**src/rtl/aes_word_serializer.sv**
```systemverilog
// Streams one latched 128-bit AES result block out as NUM_WORDS words, MS word first,
// over valid/ready with zero-bubble back-to-back block acceptance.
module aes_word_serializer #(
    parameter int WORD_W    = 32,
    parameter int NUM_WORDS = 4,
    parameter int CNT_W     = 16,
    localparam int BLK_W    = WORD_W * NUM_WORDS,
    localparam int IDX_W    = (NUM_WORDS > 1) ? $clog2(NUM_WORDS) : 1
) (
    input  logic              clk,
    input  logic              rst,
    input  logic              in_valid,
    output logic              in_ready,
    input  logic [BLK_W-1:0]  in_block,
    output logic              out_valid,
    input  logic              out_ready,
    output logic [WORD_W-1:0] out_word,
    output logic [IDX_W-1:0]  out_idx,
    output logic              out_last,
    output logic [CNT_W-1:0]  blk_count
);

    typedef enum logic {IDLE, SEND} state_t;

    localparam logic [IDX_W-1:0] LAST_IDX = IDX_W'(NUM_WORDS - 1);

    state_t             state_q, state_d;
    logic [BLK_W-1:0]   block_q, block_d;
    logic [IDX_W-1:0]   idx_q, idx_d;
    logic [CNT_W-1:0]   cnt_q, cnt_d;
    logic               is_last;
    logic               xfer;
    logic               accept;

    always_comb begin
        is_last  = (idx_q == LAST_IDX);
        xfer     = (state_q == SEND) && out_ready;
        in_ready = !rst && ((state_q == IDLE) || (out_ready && is_last));
        accept   = in_valid && in_ready;

        state_d  = state_q;
        block_d  = block_q;
        idx_d    = idx_q;
        cnt_d    = cnt_q;

        // The register shifts left so the current word always sits at the top;
        // after the final word it drains to zero, leaving out_word quiet in IDLE.
        if (xfer) begin
            block_d = block_q << WORD_W;
            idx_d   = idx_q + IDX_W'(1);
            if (is_last) begin
                cnt_d   = cnt_q + CNT_W'(1);
                idx_d   = '0;
                state_d = IDLE;
            end
        end

        if (accept) begin
            block_d = in_block;
            idx_d   = '0;
            state_d = SEND;
        end
    end

    always_ff @(posedge clk) begin
        if (rst) begin
            state_q <= IDLE;
            block_q <= '0;
            idx_q   <= '0;
            cnt_q   <= '0;
        end else begin
            state_q <= state_d;
            block_q <= block_d;
            idx_q   <= idx_d;
            cnt_q   <= cnt_d;
        end
    end

    assign out_valid = (state_q == SEND);
    assign out_word  = block_q[BLK_W-1 -: WORD_W];
    assign out_idx   = idx_q;
    assign out_last  = (state_q == SEND) && is_last;
    assign blk_count = cnt_q;

endmodule
```
**config.mk**
```make
export PLATFORM = sky130hd
export DESIGN_NAME = aes_word_serializer
export DESIGN_NICKNAME = d
export VERILOG_FILES = /design/src/rtl/aes_word_serializer.sv
export SDC_FILE = /design/constraint.sdc
export NUM_CORES = 1
export LEC_CHECK = 0
export BUFFER_PORTS_ARGS = -buffer_cell sky130_fd_sc_hd__buf_4
export CORE_MARGIN = 8
export CORE_UTILIZATION = 45
export DETAILED_ROUTE_END_ITERATION = 6
export PLACE_DENSITY = 0.71
export SYNTH_ARGS = -nofsm -noshare
export SYNTH_HDL_FRONTEND = slang
export SYNTH_SLANG_ARGS = --single-unit
```
**constraint.sdc**
```tcl
create_clock -name clk -period 2.15 [get_ports clk]
set_input_delay 0.43 -clock clk [delete_from_list [all_inputs] [get_ports clk]]
set_output_delay 0.43 -clock clk [all_outputs]
set_load 0.02 [all_outputs]
```
==> flow_summary.ini, run 1 <==
[status]
status = finished with violations
violations = DRC

[clock_network]
ctsResizeCount = 0
cts_root_buf = clkbuf_16
cts.sinks = 147
cts_max_level = 4
clk_pin_slew_worst_paths_ns = 0.06
clk_latency_ns = 0.42
cts.path.max_buffers = 2
cts_tree = yes
cts_setup_buffers = 0
cts_hold_buf = 0
numCtsBuffers = 17

[final_layout]
fin_area_mm2 = 0.008374
final_nets = 1065
syn2layout_area_growth_pct = 27.90
multi_input_area_mm2 = 0.003008
regArea_mm2 = 0.002947
fillers = 1344
drive_above_1_share_pct = 25.21
antenna_cells = 0

[timing]
fin_skew_ns = 0.007178
clock.fmax_mhz = 501.6
min_period_over_period_pct = 92.72
setup_viol = 0
hold_viol = 0
fin_hold_ws_ns = 0.1996
fin_ws_ns = 0.1565
period_needed_ns = 1.993
slew_headroom_pct = 44.35
tightest_slew_ns = 0.8348
finalSetupTns_ns = 0
drv_slew = 0
rsz0062_at_grt = no

[worst_setup_path]
r2r_end = block_q[124]
slowest_stage = dfxtp_1
cp_top_family = flip-flops
cp_max_fo = 8
cp_cell_sequence = ha_2 > a21boi_0 > nor2_1 > buf_4
worstSetupStartpointType = flop
end_kind = primary output
r2r_start = out_idx[0]
rrSetupSlack_ns = 0.40
reg2regPathDepth = 6
critPathKind = flop to primary output
required_ns = 1.72
worstPathArrival_ns = 1.56
cpPeakStageDelay_ns = 0.33
path_buf_inv = 1

[logic_synthesis]
avgSynthCellArea_um2 = 7.908
ys_seq_area_share_pct = 44.95
yosysMostFrequentCell = dfxtp_1
ys.flop_type = dfxtp_1
syn_nets = 962
synth_top_area_share_pct = 44.95
syn-cell-area_mm2 = 0.006548
ys_top_cells_by_area = dfxtp_1, a311oi_1, nand3_1, nand2_1, nor2_1
netlist_instances = 828
synth_top_area_cell = dfxtp_1
synth_edf_count = 0
async_flop_share_pct = 0
yosysWarnings = 0
synthTopCellsByCount = dfxtp_1, nand2_1, nand3_1, nor2_1, a311oi_1
synth.distinct_cells = 30
synth_seq_cells = 147

[placement]
place_hpwl_mm = 12.69
place_congestion = 0.8173
placed_cell_area_mm2 = 0.007762
place_ws_ns = 0.3329
portBuffers = 184

[die]
fp.dieW_um = 136.6
die_area_mm2 = 0.01867
start_util_pct = 45.57
coreArea_mm2 = 0.01437
ios = 185
dieHeight_um = 136.6
rows = 44

[detailed_routing]
drt_iter0_drc = 595
post_drt_wl_per_cell_um = 16.78
dr_total_vias = 6112
viasPerCell = 5.418
antenna_left = 0
dr.pass1.iters = 7
wirelength_mm = 18.93
drc = 2

[global_route]
grt_util_all_layers_pct = 19.96
grt_pass1_vias = 5715
grt_antenna_before_repair = 0
grt_max_degree = 87
overflow = 0
grt_pass1_wl_mm = 29.70

[min_path]
hp-class = primary input to flop
min_to = blk_count[13]
hold_start = rst
whs_path_depth = 2

[flow_run]
maxCapViolCount = 0

[power_and_ir_drop]
cellPowerDensity_mw_per_mm2 = 810.5
p_leak_nw = 3.241
vdd_ir_drop_max_mv = 0.5271
-- cell type report --
cell class / instances / area share [%]
multi-input combinational: 563 / 35.92
clock inverter: 8 / 1.150
timing repair buffer: 199 / 18.74
inverter: 3 / 0.1345
tap: 184 / 2.749
sequential: 147 / 35.19
clock buffer: 24 / 6.126
-- layer usage --
| layer | share of wire (%) | global-route usage [%] | vias to the layer above |
|---|---|---|---|
| met1 | 47 | 28.43 | 2773 |
| met5 | 0 | 0 | - |
| met4 | 1.5 | 6.833 | 0 |
| met2 | 44 | 28.22 | 211 |
| li1 | - | - | 3108 |
| met3 | 7.3 | 5.396 | 20 |
-- cells in the final DEF, fill, tap and decap left out, drive strengths merged, types with 8 or more instances in the layout --
master,netlist,routed
nand3,135,135
nor2,113,113
clkbuf,45,24
a311oi,96,96
dfxtp,147,147
buf,70,199
nand4,8,8
a21oi,37,37
nand2,135,135
-- power by group --
group | leakage, nW | internal (mW) | switching (mW)
logic | 1.74 | 0.360 | 0.440
clock network | 0.301 | 1.90 | 1.13
registers | 1.20 | 2.87 | 0.0885
-- worst max path at each step --
stage	end	depth (start not counted)	startpoint
3_3_place_gp	block_q[64]	6	out_idx[0]
5_1_grt	in_ready	4	out_idx[0]
4_1_cts	in_ready	4	out_idx[0]
3_5_place_dp	block_q[124]	6	out_idx[0]
6_report	in_ready	4	out_idx[0]
2_1_floorplan	in_ready	4	rst
-- per-stage QoR --
step                util [%]  power, mW  cells
finish                 58.28      6.787   1128
global route           58.28      7.050   1128
CTS                    58.26      6.838   1128
detailed placement     54.02      3.823   1096
global placement       54.02      3.813   1096
floorplan                  -      3.494    828
-- worst register-to-register path, delay by kind of cell (launching register included) --
family | cells | cell delay (ns)
AO/OA/AOI/OAI | 2 | 0.50
buffers and inverters | 1 | 0.35
flip-flops | 1 | 0.33
adder cells (fa/ha/maj) | 1 | 0.25
AND/OR/NAND/NOR | 2 | 0.22
-- state kept, by name, summed over array words and instances (netlist names) --
name and flops:
blk_count 16, block_q 128, out_idx 2, out_valid 1
-- logic make-up after synthesis --
family          Yosys count  share of synthesized area (%)
simple gates            410                          27.25
fa+ha+maj                 2                         0.3821
flops                   147                          44.95
xor+xnor                 10                          1.338
compound gates          138                          16.22
mux                       3                         0.4777
buf+inv                 118                          9.383
No activity file was read; power rests on OpenSTA's default activity.
==> run 2: changes to the inputs <==
Settings changed: ABC_AREA set to 1, PLACE_DENSITY 0.71 to 0.7.
==> flow_summary.ini, run 2 <==
[status]
status = completed

[timing]
tightest_slew_ns = 0.4673
rsz0062_at_grt = no
clock.fmax_mhz = 503.6
hold_viol = 0
min_period_over_period_pct = 92.36
drv_slew = 0
slew_headroom_pct = 68.85
setup_viol = 0
period_needed_ns = 1.986
finalSetupTns_ns = 0
fin_skew_ns = 0.01066

[global_route]
grt_max_degree = 95
grt_pass1_wl_mm = 29.43
overflow = 0
grt_util_all_layers_pct = 19.67
grt_antenna_before_repair = 0
grt_pass1_vias = 5705

[detailed_routing]
post_drt_wl_per_cell_um = 15.49
dr_total_vias = 6303
dr.pass1.iters = 5
antenna_left = 0
wirelength_mm = 19.00
drt_iter0_drc = 561
drc = 0
viasPerCell = 5.141

[worst_setup_path]
rrSetupSlack_ns = 0.37
worstSetupStartpointType = flop
required_ns = 1.72
worstPathArrival_ns = 1.56
cp_max_fo = 5
end_kind = primary output
critPathKind = flop to primary output

[logic_synthesis]
ys_seq_area_share_pct = 44.00
yosysMostFrequentCell = nand2_1
ys.flop_type = dfxtp_1
synth_seq_cells = 147
syn-cell-area_mm2 = 0.006689
synth_mux_area_share_pct = 0
netlist_instances = 917
yosysWarnings = 0
synth_edf_count = 0
synth.distinct_cells = 26
yosys.area_share.simple_pct = 23.46
synthTopCellsByCount = nand2_1, dfxtp_1, o21ai_0, nand3_1, nor2_1
synth-compound-area-share_pct = 20.24
avgSynthCellArea_um2 = 7.294
synth_xor_xnor_area_share_pct = 0.3928
syn_nets = 1051
synth_fa_ha_area_share_pct = 0.3741
synth_top_family_by_area = simple AND/OR/NAND/NOR gates
synth_top_area_share_pct = 44.00
ys_top_cells_by_area = dfxtp_1, o21ai_0, nand2_1, nand3_1, a21oi_1
synth_top_area_cell = dfxtp_1
async_flop_share_pct = 0

[clock_network]
cts_root_buf = clkbuf_16
clk_pin_slew_worst_paths_ns = 0.06
ctsResizeCount = 0
clk_latency_ns = 0.42
cts_hold_buf = 0
cts.sinks = 147
cts_setup_buffers = 0
numCtsBuffers = 17
cts_max_level = 4
cts_tree = yes
cts.path.max_buffers = 2

[power_and_ir_drop]
power_frac_seq_pct = 42.7
cellPowerDensity_mw_per_mm2 = 813.7
finalPower_mw = 6.940
pwr-share-clk_pct = 44.4
p_leak_nw = 3.845
vdd_ir_drop_max_mv = 0.5595
combPwrFrac_pct = 12.8
internal_power_mw = 5.278
power_switching_share_pct = 23.95
p_switching_mw = 1.662

[die]
die_area_mm2 = 0.01902
dieHeight_um = 137.9
ios = 185
coreArea_mm2 = 0.01453
fp.dieW_um = 137.9
start_util_pct = 46.02
rows = 44

[final_layout]
drive_above_1_share_pct = 22.48
multi_input_area_mm2 = 0.002979
postLayoutCoreUtil_pct = 58.69
layout_commonest_cell = buf_4
fillers = 1407
final_cell_mix = buf_4, nand2_1, dfxtp_1
largest_register = block_q
final_nets = 1164
regArea_mm2 = 0.002943
syn2layout_area_growth_pct = 27.52
largest_reg_flops = 128

[placement]
portBuffers = 184
place_congestion = 0.8228
place_hpwl_mm = 13.01

[min_path]
hp-class = primary input to flop

[flow_run]
maxCapViolCount = 0
run 2: cell types whose count changed after synthesis, sizes merged, moves of 4 or more:
cell and change:
a21oi +35, a311oi -96, clkbuf -11, inv +49, nand2 +31, nand3 -32, nand4 -4, nor2 -19
o211a +32, o21ai +128, xnor2 -6
run 2: critical path, stage by stage (launching register included):
cell and delay [ns]:
dfxtp_1 0.38, ha_1 0.24, nand2_1 0.07, nand2_1 0.14
inv_1 0.07, nor2_1 0.08, buf_4 0.15
run 2: logic make-up (layout without fill, tap and decap cells):
logic type / after synthesis / after routing
adders and majority gates: 2 / 2
DFF: 147 / 147
buffers and inverters: 155 / 279
and+or+nand+nor: 373 / 373
xor gates and xnor gates: 3 / 3
other: 0 / 1
AOI/OAI and AO/OA: 237 / 237
run 2: routing by layer:
metal  routed length [um]  part of all wire (%)  GRT usage, %  vias up
met3                 1236                   6.5         4.746       22
met2                 8307                    44         27.70      191
met5                    0                     0             0        -
met1                 9117                    48         28.19     2843
met4                  334                   1.8         7.522        0
li1                     -                     -             -     3247
run 2: worst paths after layout:
path / to / start / depth (start not counted)
worst min-delay path: block_q[44] / in_block[44] / 3
worst max-delay path: in_ready / out_idx[0] / 6
worst max register to register: block_q[79] / out_idx[0] / 8
worst min register to register: block_q[22] / block_q[22] / 2
run 2: power by group through the flow:
stage	clock network [mW]	logic (mW)	registers [mW]
5_1_grt	3.26	0.988	2.98
6_report	3.08	0.890	2.97
3_3_place_gp	0	0.879	3.02
2_1_floorplan	0	0.572	3.01
3_5_place_dp	0	0.888	3.03
4_1_cts	3.13	0.894	2.97
run 2: cell type report:
cell class / count / area share, %
Antenna cell: 1 / 0.02934
Clock buffer: 19 / 5.310
Clock inverter: 11 / 1.878
Inverter: 52 / 2.288
Multi-Input combinational cell: 615 / 34.93
Sequential cell: 147 / 34.50
Tap cell: 184 / 2.699
Timing Repair Buffer: 197 / 18.37
run 2: metrics by stage:
step / area (um^2) / setup WS (ns) / std cells / hold WS (ns)
finish: 8529 / 0.1644 / 1226 / 0.2327
global route: 8527 / 0.007593 / 1225 / 0.2331
CTS: 8527 / 0.1434 / 1225 / 0.2224
detailed placement: 7914 / 0.3834 / 1195 / 0.4721
global placement: 7914 / 0.4223 / 1195 / 0.4667
floorplan: 6689 / 0.4786 / 917 / 0.4573
==> run 3: changes to the inputs <==
Settings changed: GPL_ROUTABILITY_DRIVEN set to 1, RECOVER_POWER set to 50.
==> flow_summary.ini, run 3 (synthesis results as in run 2) <==
[status]
status = completed

[die]
die_area_mm2 = 0.01902
start_util_pct = 46.02
dieHeight_um = 137.9
ios = 185
coreArea_mm2 = 0.01453
rows = 44
fp.dieW_um = 137.9

[detailed_routing]
wirelength_mm = 19.03
antenna_left = 0
drc = 0
dr_total_vias = 6315
drt_iter0_drc = 552
dr.pass1.iters = 5
viasPerCell = 5.151
post_drt_wl_per_cell_um = 15.52

[clock_network]
clk_pin_slew_worst_paths_ns = 0.06
cts_setup_buffers = 0
cts_max_level = 4
cts_tree = yes
clk_latency_ns = 0.42
ctsResizeCount = 0
cts.path.max_buffers = 2
cts_root_buf = clkbuf_16
cts_hold_buf = 0
numCtsBuffers = 17
cts.sinks = 147

[worst_setup_path]
cp_max_fo = 30
worstSetupStartpointType = flop
end_kind = flop
critPathKind = flop to flop
worstPathArrival_ns = 2.23
required_ns = 2.45

[timing]
setup_viol = 0
fin_ws_ns = 0.2130
hold_viol = 0
fin_skew_ns = 0.01068
period_needed_ns = 1.937
rsz0062_at_grt = no
finalSetupTns_ns = 0
drv_slew = 0
slew_headroom_pct = 63.59
tightest_slew_ns = 0.5441
clock.fmax_mhz = 516.3
min_period_over_period_pct = 90.09

[final_layout]
largest_register = block_q
layout_commonest_cell = nand2_1
fillers = 1463
final_cell_mix = nand2_1, dfxtp_1, buf_4
final_nets = 1164
syn2layout_area_growth_pct = 24.19
drive_above_1_share_pct = 17.10
largest_reg_flops = 128

[power_and_ir_drop]
p_leak_nw = 3.626
power_frac_seq_pct = 43.0
pwr-share-clk_pct = 44.7
vdd_ir_drop_max_mv = 0.5597
p_switching_mw = 1.661
cellPowerDensity_mw_per_mm2 = 830.2
combPwrFrac_pct = 12.3
power_switching_share_pct = 24.08
internal_power_mw = 5.235

[flow_run]
maxCapViolCount = 0

[global_route]
overflow = 0
grt_pass1_wl_mm = 29.43
grt_pass1_vias = 5705
grt_max_degree = 95
grt_util_all_layers_pct = 19.67
grt_antenna_before_repair = 0

[placement]
place_ws_ns = 0.3834
place_congestion = 0.8228
place_hpwl_mm = 13.01
portBuffers = 184

[min_path]
hp-class = primary input to flop
==> run 3: changes by cell type in the layout (fill, tap and decap cells not counted), sizes merged <==
cell    delta
buf       -52
clkbuf    +52
==> run 3: final cells by class <==
cell class | instances | area (um^2) | area share, %
well taps | 184 | 230.2 | 2.772
diodes | 1 | 2.502 | 0.03013
inverters | 52 | 195.2 | 2.350
multi-input cells | 615 | 2957 | 35.59
repair buffers | 197 | 1366 | 16.45
flip-flops and latches | 147 | 2943 | 35.43
clock buffers | 19 | 452.9 | 5.453
clock inverters | 11 | 160.2 | 1.928
==> run 3: metrics by stage <==
| stage | power, mW | hold slack [ns] | area, um^2 | utilization (%) | std cells |
|---|---|---|---|---|---|
| after floorplan | 3.578 | 0.4573 | 6689 | - | 917 |
| after global placement | 3.900 | 0.4667 | 7914 | 54.45 | 1195 |
| after detailed placement | 3.914 | 0.4721 | 7914 | 54.45 | 1195 |
| after CTS | 6.988 | 0.2224 | 8527 | 58.67 | 1225 |
| after global routing | 7.182 | 0.2331 | 8304 | 57.14 | 1225 |
| final | 6.896 | 0.2308 | 8307 | 57.15 | 1226 |
==> run 3: path summary, 6_finish.rpt <==
path,startpoint,end,slack [ns],cells past startpoint
min,in_block[44],block_q[44],0.23,3
min reg2reg,block_q[22],block_q[22],0.48,2
max reg2reg,out_valid,blk_count[13],0.21,7
max,out_valid,blk_count[13],0.21,7
==> run 3: critical path, stage by stage, from the launching register on <==
cell and delay, ns:
dfxtp_1 0.42, nand2_2 0.35, nor2_1 0.45, nand2_1 0.10, nor2_1 0.24, nand3_1 0.11, nand2_1 0.08, nor2_1 0.04
==> run 3: power by group through the flow <==
stage | Sequential (mW) | Combinational [mW] | Clock, mW
global route | 2.98 | 0.944 | 3.26
detailed placement | 3.03 | 0.888 | 0
finish | 2.97 | 0.845 | 3.09
global placement | 3.02 | 0.879 | 0
floorplan | 3.01 | 0.572 | 0
CTS | 2.97 | 0.894 | 3.13
==> run 3: routing by layer <==
layer,vias up,wire length (um),global-route usage [%]
met5,-,0,0
met4,0,357,7.522
met3,25,1266,4.746
met2,194,8259,27.70
met1,2849,9146,28.19
li1,3247,-,-
